## src/rtl/serial_addsub.sv

```systemverilog
// Digit-serial adder/subtractor: DIGIT bits per clock through a ripple chain,
// with the carry held in a register between digits and a start/done handshake.
module serial_addsub #(
    parameter int WIDTH = 32,
    parameter int DIGIT = 4
) (
    input  logic             clk,
    input  logic             rst,
    input  logic             start,
    input  logic             sub,
    input  logic [WIDTH-1:0] a,
    input  logic [WIDTH-1:0] b,
    output logic             ready,
    output logic             busy,
    output logic             done,
    output logic [WIDTH-1:0] sum,
    output logic             cout,
    output logic             overflow,
    output logic             zero
);

    localparam int N  = WIDTH / DIGIT;
    localparam int CW = (N > 1) ? $clog2(N) : 1;
    localparam logic [CW-1:0] LAST = CW'(N - 1);

    typedef enum logic [0:0] {
        IDLE = 1'b0,
        RUN  = 1'b1
    } state_t;

    state_t                 state_r;
    state_t                 state_nx_s;
    logic [CW-1:0]          cnt_r;
    logic [WIDTH-1:0]       op_a_r;
    logic [WIDTH-1:0]       op_b_r;
    logic [WIDTH-1:0]       acc_r;
    logic                   carry_r;
    logic [WIDTH-1:0]       sum_r;
    logic                   cout_r;
    logic                   overflow_r;
    logic                   zero_r;
    logic                   done_r;

    logic [DIGIT-1:0]       dsum_s;
    logic                   cy_s;
    logic                   msb_cin_s;
    logic                   last_s;
    logic [WIDTH+DIGIT-1:0] acc_ext_s;
    logic [WIDTH+DIGIT-1:0] a_ext_s;
    logic [WIDTH+DIGIT-1:0] b_ext_s;
    logic [WIDTH-1:0]       acc_nx_s;

    // State register
    always_ff @(posedge clk or posedge rst) begin
        if (rst) begin
            state_r <= IDLE;
        end else begin
            state_r <= state_nx_s;
        end
    end

    // Next-state decode; the final digit is the cycle with cnt at N-1
    always_comb begin
        state_nx_s = state_r;
        last_s     = 1'b0;
        case (state_r)
            IDLE: begin
                if (start) begin
                    state_nx_s = RUN;
                end else begin
                    state_nx_s = IDLE;
                end
            end
            RUN: begin
                last_s = (cnt_r == LAST);
                if (cnt_r == LAST) begin
                    state_nx_s = IDLE;
                end else begin
                    state_nx_s = RUN;
                end
            end
            default: begin
                state_nx_s = IDLE;
            end
        endcase
    end

    // Full-adder chain over the low digit; msb_cin_s ends as the carry into the top cell
    always_comb begin
        dsum_s    = '0;
        cy_s      = carry_r;
        msb_cin_s = carry_r;
        for (int i = 0; i < DIGIT; i++) begin
            msb_cin_s = cy_s;
            dsum_s[i] = op_a_r[i] ^ op_b_r[i] ^ cy_s;
            cy_s      = (op_a_r[i] & op_b_r[i]) | (cy_s & (op_a_r[i] ^ op_b_r[i]));
        end
    end

    // Widened vectors let the shifts work even when DIGIT == WIDTH
    assign acc_ext_s = {dsum_s, acc_r};
    assign acc_nx_s  = acc_ext_s[WIDTH+DIGIT-1:DIGIT];
    assign a_ext_s   = {{DIGIT{1'b0}}, op_a_r};
    assign b_ext_s   = {{DIGIT{1'b0}}, op_b_r};

    // Operand latch, digit datapath and result registers
    always_ff @(posedge clk or posedge rst) begin
        if (rst) begin
            cnt_r      <= '0;
            op_a_r     <= '0;
            op_b_r     <= '0;
            acc_r      <= '0;
            carry_r    <= 1'b0;
            sum_r      <= '0;
            cout_r     <= 1'b0;
            overflow_r <= 1'b0;
            zero_r     <= 1'b0;
            done_r     <= 1'b0;
        end else begin
            done_r <= 1'b0;
            case (state_r)
                IDLE: begin
                    if (start) begin
                        op_a_r  <= a;
                        op_b_r  <= sub ? ~b : b;
                        carry_r <= sub;
                        acc_r   <= '0;
                        cnt_r   <= '0;
                    end
                end
                RUN: begin
                    op_a_r  <= a_ext_s[WIDTH+DIGIT-1:DIGIT];
                    op_b_r  <= b_ext_s[WIDTH+DIGIT-1:DIGIT];
                    carry_r <= cy_s;
                    acc_r   <= acc_nx_s;
                    cnt_r   <= cnt_r + CW'(1);
                    if (last_s) begin
                        sum_r      <= acc_nx_s;
                        cout_r     <= cy_s;
                        overflow_r <= msb_cin_s ^ cy_s;
                        zero_r     <= (acc_nx_s == '0);
                        done_r     <= 1'b1;
                    end
                end
                default: begin
                    cnt_r <= '0;
                end
            endcase
        end
    end

    assign ready    = (state_r == IDLE);
    assign busy     = (state_r != IDLE);
    assign done     = done_r;
    assign sum      = sum_r;
    assign cout     = cout_r;
    assign overflow = overflow_r;
    assign zero     = zero_r;

endmodule

```

## config.mk

```make
export PLATFORM = sky130hd
export DESIGN_NAME = serial_addsub
export DESIGN_NICKNAME = d
export VERILOG_FILES = /design/src/rtl/serial_addsub.sv
export SDC_FILE = /design/constraint.sdc
export NUM_CORES = 1
export LEC_CHECK = 0
export ABC_AREA = 1
export CAP_MARGIN = 20
export CELL_PAD_IN_SITES_DETAIL_PLACEMENT = 1
export CELL_PAD_IN_SITES_GLOBAL_PLACEMENT = 2
export CORE_MARGIN = 5
export CORE_UTILIZATION = 32
export DETAILED_ROUTE_END_ITERATION = 12
export GPL_ROUTABILITY_DRIVEN = 1
export PLACE_DENSITY_LB_ADDON = 0.2
export SLEW_MARGIN = 10
export SYNTH_ARGS = -nofsm -noshare
export SYNTH_HDL_FRONTEND = slang
export SYNTH_SLANG_ARGS = --single-unit
```

## constraint.sdc

```tcl
create_clock -name clk -period 6 [get_ports clk]
set_input_delay 0.9 -clock clk [delete_from_list [all_inputs] [get_ports clk]]
set_output_delay 0.9 -clock clk [all_outputs]
set_load 0.02 [all_outputs]
```

Yosys cells after proc, flatten, opt, wreduce, memory -nomap -nowiden
Cells that the tools add are included.
{ "totals": {"output_inout_bits": 38, "ff_bits": 137, "word_cells": 56} }
{ "classes": {"n_addsub": 1, "n_bitwise": 23, "muxes": 17, "eq_ne": 2, "n_reduce_logical": 2} }
{ "op_table": {"columns": ["op", "n"], "rows": [
  ["case mux 32 bit (2 select lines)", 3],
  ["2-to-1 mux 32 bit", 4],
  ["zero test 32 bit", 1],
  ["NOT 32 bit", 1],
  ["XOR 1 bit", 9],
  ["bitwise AND 1 bit", 8],
  ["2-to-1 mux 1 bit", 6],
  ["case mux 3 bit (2 select lines)", 1],
  ["OR 1 bit", 4],
  ["case mux 1 bit (2 select lines)", 2],
  ["adder 3 x 1 -> 3 bit (second input constant)", 1],
  ["== test 3 bit (second input constant)", 1],
  ["2-to-1 mux 3 bit", 1],
  ["inequality test 2 bit (second input constant)", 1],
  ["AND reduction 2 bit", 1],
  ["NOT 1 bit", 1]
]} }

Depth between registers and ports, before layout
{ "depth": {"ltp_word": 10, "depth_mapped": 12, "mapped_depth_nobuf": 12} }

Least setup slack after synthesis
No wires, ideal clock.
{ "synth_timing": {"path_type": "reg2reg", "start": "register op_a_r[0]", "end": "register zero_r, in the netlist zero", "synth_period_minus_slack_ns": 2.389, "path_slack_ns": 3.611, "arrival_ns": 2.323, "stages_incl_launch_ff": 13, "path_cell_list": "dfrtp_1 > inv_1 > fa_1 > fa_1 > inv_1 > fa_1 > inv_1 > fa_1 > nand2_1 > nand3b_1 > nor2_1 > nand3_1 > nand2_1"} }
{ "synth_via": {"elab_chain_cells": 9, "word_cells_on_any_way": 13, "cone_classes": "12 x bitwise; 1 x reduce/logical"} }
{ "synth_lines": {"columns": ["item", "line_no", "source"], "rows": [
  ["from (decl)", "34", "logic [WIDTH-1:0] op_a_r;"],
  ["from (signal assigned)", "132", "op_a_r <= a_ext_s[WIDTH+DIGIT-1:DIGIT];"],
  ["XOR 1 bit", "95, 96", null],
  ["bitwise AND 1 bit", "96", "cy_s = (op_a_r[i] & op_b_r[i]) | (cy_s & (op_a_r[i] ^ op_b_r[i]));"],
  ["OR 1 bit", "96", null],
  ["bitwise AND 1 bit", "96", null],
  ["OR 1 bit", "96", null],
  ["bitwise AND 1 bit", "96", null],
  ["OR 1 bit", "96", null],
  ["XOR 1 bit", "95", "dsum_s[i] = op_a_r[i] ^ op_b_r[i] ^ cy_s;"],
  ["zero test 32 bit (*)", "141", "zero_r <= (acc_nx_s == '0);"],
  ["to (signal assigned)", "141", null],
  ["to (decl)", "41", "logic zero_r;"]
]} }
Mark *: on every way between the ends. The rest lies on a longest branch, timed or not.
A chain may end at the register's enable or synchronous reset.

Final worst setup path
{ "layout_timing": {"start": "register state_r, in the netlist busy", "end": "register op_b_r[12]"} }
{ "layout_via": {"elab_chain_cells": 2, "word_cells_on_any_way": 3, "cone_classes": "1 x eq/ne; 1 x mux; 1 x bitwise"} }
{ "layout_lines": {"columns": ["item", "line_no", "source"], "rows": [
  ["from (decl)", "31", "state_t state_r;"],
  ["from (signal assigned)", "58", "state_r <= state_nx_s;"],
  ["NOT 1 bit", null, null],
  ["case mux 32 bit (2 select lines) or inequality test 2 bit (tied branches)", null, null],
  ["to (signal assigned)", "125", "op_b_r <= sub ? ~b : b;"],
  ["to (signal assigned)", "133", "op_b_r <= b_ext_s[WIDTH+DIGIT-1:DIGIT];"],
  ["to (decl)", "35", "logic [WIDTH-1:0] op_b_r;"]
]} }
Several ways; a longest one is shown, not always the timed one.

==> impl_metrics.json <==
{
  "crit_required_ps": 6270,
  "slew_headroom_pct": 34.1,
  "tritoncts": "done",
  "final.setup_skew_ps": 5.69,
  "die_h_um": 143,
  "dr_total_vias": 4237,
  "core_area_mm2": 0.0173,
  "global_route.overflow_total": 0,
  "critPathLaunchType": "flop",
  "num-nets-final": 726,
  "max_freq_ghz": 0.277,
  "grt_max_degree": 95,
  "post-layout-total-power_uw": 3740,
  "power_density_mw_per_mm2": 508,
  "clockBufferDepth": 2,
  "synth_warnings": 0,
  "fin_tns_setup_ps": 0,
  "chipWidth_um": 143,
  "synth.ff_latch_count": 133,
  "design.die.area_mm2": 0.0204,
  "h_tree_depth_reported_by_cts": 4,
  "ioPinCount": 106,
  "max_slew_violation_count": 0,
  "first_iter_violations": 207,
  "rsz0062_at_grt": "no",
  "period_needed_ps": 3620,
  "placedCellCount": 857,
  "timing_worst_setup_path_type": "reg -> reg",
  "arrival_time_at_the_worst_endpoint_ps": 3890,
  "period_share_pct": 60.3,
  "route.detailed.drc": 0,
  "total_routing_resource_utilization_after_global_routing_pct": 14.3,
  "reg_to_reg_setup_timing_slack_ps": 2380,
  "post_layout_nonfiller_instances": 888,
  "netlist.top_cell.by_area": "sky130_fd_sc_hd__dfrtp_1",
  "yosys.cell_types.count": 26,
  "placement_rows": 48,
  "route.final.wire_length_um": 13900,
  "numPortBuffers": 105,
  "finalHoldViolations": 0,
  "syn_inst": 562,
  "clockRootBuffer": "sky130_fd_sc_hd__clkbuf_16",
  "via_count_of_the_first_global_routing_pass": 4580,
  "drive_gt1_share_pct": 5.88,
  "p_leak_uw": 0.00317,
  "ant_nets": 0,
  "antennaDiodeCount": 0,
  "hold_path.class": "reg -> reg",
  "drv.max_cap_violation_count": 0,
  "postCtsResizedCells": 0,
  "clock_transition_time_at_the_flip_flop_clock_pins_of_the_worst_setup_and_hold_paths_ps": 50,
  "synth_sequential_area_ratio_pct": 59.0,
  "synthesis.area_mm2": 0.00564,
  "post-dp-hpwl_um": 9500,
  "crit_path_max_fanout": 51,
  "setup.worst_path.end_class": "flop",
  "synth_top_area_share_pct": 59.0,
  "areaGrowthSynthToFinish_pct": 30.6,
  "vdd_drop_max_uv": 243,
  "layout.cells.most_common": "sky130_fd_sc_hd__dfrtp_1",
  "synth_area_per_cell_um2": 10.0,
  "detailedRoute.firstPassIterationCount": 4,
  "routed_via_density": 4.77,
  "gpl.final_weighted_congestion": 0.749,
  "status": "completed",
  "clock_latency_ps": 420,
  "grt_antenna_before_repair": 0,
  "start_util_pct": 32.6,
  "setup_bufs_post_cts": 0,
  "syn_nets": 636,
  "final_cell_mix": "132 x sky130_fd_sc_hd__dfrtp_1, 129 x sky130_fd_sc_hd__nand2_1, 104 x sky130_fd_sc_hd__clkdlybuf4s50_1, 53 x sky130_fd_sc_hd__inv_1, 47 x sky130_fd_sc_hd__o21ai_0",
  "tritoncts.num_buffers": 17,
  "detail_route.wl_per_cell_um": 15.6,
  "post_cts_hold_buffer_count": 0,
  "timing_worst_slew_pin_value_ps": 985,
  "grt_pass1_wl_um": 23200,
  "final-setup-viol-count": 0,
  "tritoncts_num_sinks": 133,
  "synth_top_cells_by_area": "sky130_fd_sc_hd__dfrtp_1 59%, sky130_fd_sc_hd__nand2_1 8.6%, sky130_fd_sc_hd__xnor2_1 5.0%, sky130_fd_sc_hd__o21ai_0 4.2%, sky130_fd_sc_hd__inv_1 3.6%"
}
## cell type report
cell class              instances  area [µm²]
fillers                      1956        9940
flip-flops and latches        133        3330
multi-input cells             334        1900
repair buffers                107        1070
clock buffers                  26         509
well taps                     225         282
inverters                      59         226
clock inverters                 4        45.0
## final timing paths
path	from	end	cells past startpoint
setup / recovery	busy	op_b_r[12]	5
hold / removal	sum[29]	sum[29]	2
setup reg to reg	busy	op_b_r[12]	5
hold reg to reg	sum[29]	sum[29]	2
max in group asynchronous	rst	busy	3
min in group asynchronous	rst	sum[26]	2
## report_power, final
group	internal (µW)	switching [µW]
registers	1250	203
logic	547	760
clock network	618	358
total	2420	1320
## synthesized netlist by cell type, drive strengths merged
master	count
xor2	1
o221ai	13
nand2	132
clkbuf	14
nand4	2
buf	22
a22o	5
nand3	10
a21oi	1
inv	59
fa	4
xnor2	32
a22oi	13
nor2	14
o22ai	28
o21ai	52
ha	2
nand3b	1
dfrtp	133
o211ai	24
## through the flow
stage	cell area (µm²)	util, %	setup WS, ps	hold slack, ps
final	7360	42.6	2380	481
after global routing	7360	42.6	2000	508
after CTS	7340	42.4	2310	490
after detailed placement	6790	39.2	2330	476
after global placement	6790	39.2	2410	460
after floorplan	5640	-	1550	450
## cell families (layout without fill, tap and decap cells)
kind of cell	Yosys count	after routing	synth area share (%)
flops	133	133	59.0
xor+xnor	33	33	5.13
fa+ha+maj	6	6	1.86
simple gates	159	159	11.1
buf+inv	95	196	7.33
compound gates	136	136	15.5
## registers in the layout, indices dropped and copies added, names as in the netlist, 3 cells and up
name    flops
op_b_r     32
op_a_r     32
cnt_r       3
sum        32
acc_r      28
## routing by layer
metal  global-route usage (%)  vias up  wire length, µm
li1                         -     2053                -
met2                     23.0       87             6740
met5                        0        -                0
met3                     4.19       15              630
met4                     4.35        0              158
met1                     18.7     2082             6330
## critical path, cell delays in order (launching register included)
cell                      delay, ps
sky130_fd_sc_hd__dfrtp_2        920
sky130_fd_sc_hd__inv_2          570
sky130_fd_sc_hd__nand2_2        900
sky130_fd_sc_hd__inv_2          600
sky130_fd_sc_hd__a22oi_1        320
sky130_fd_sc_hd__o21ai_0        120
(Power assumes the default switching activity.)
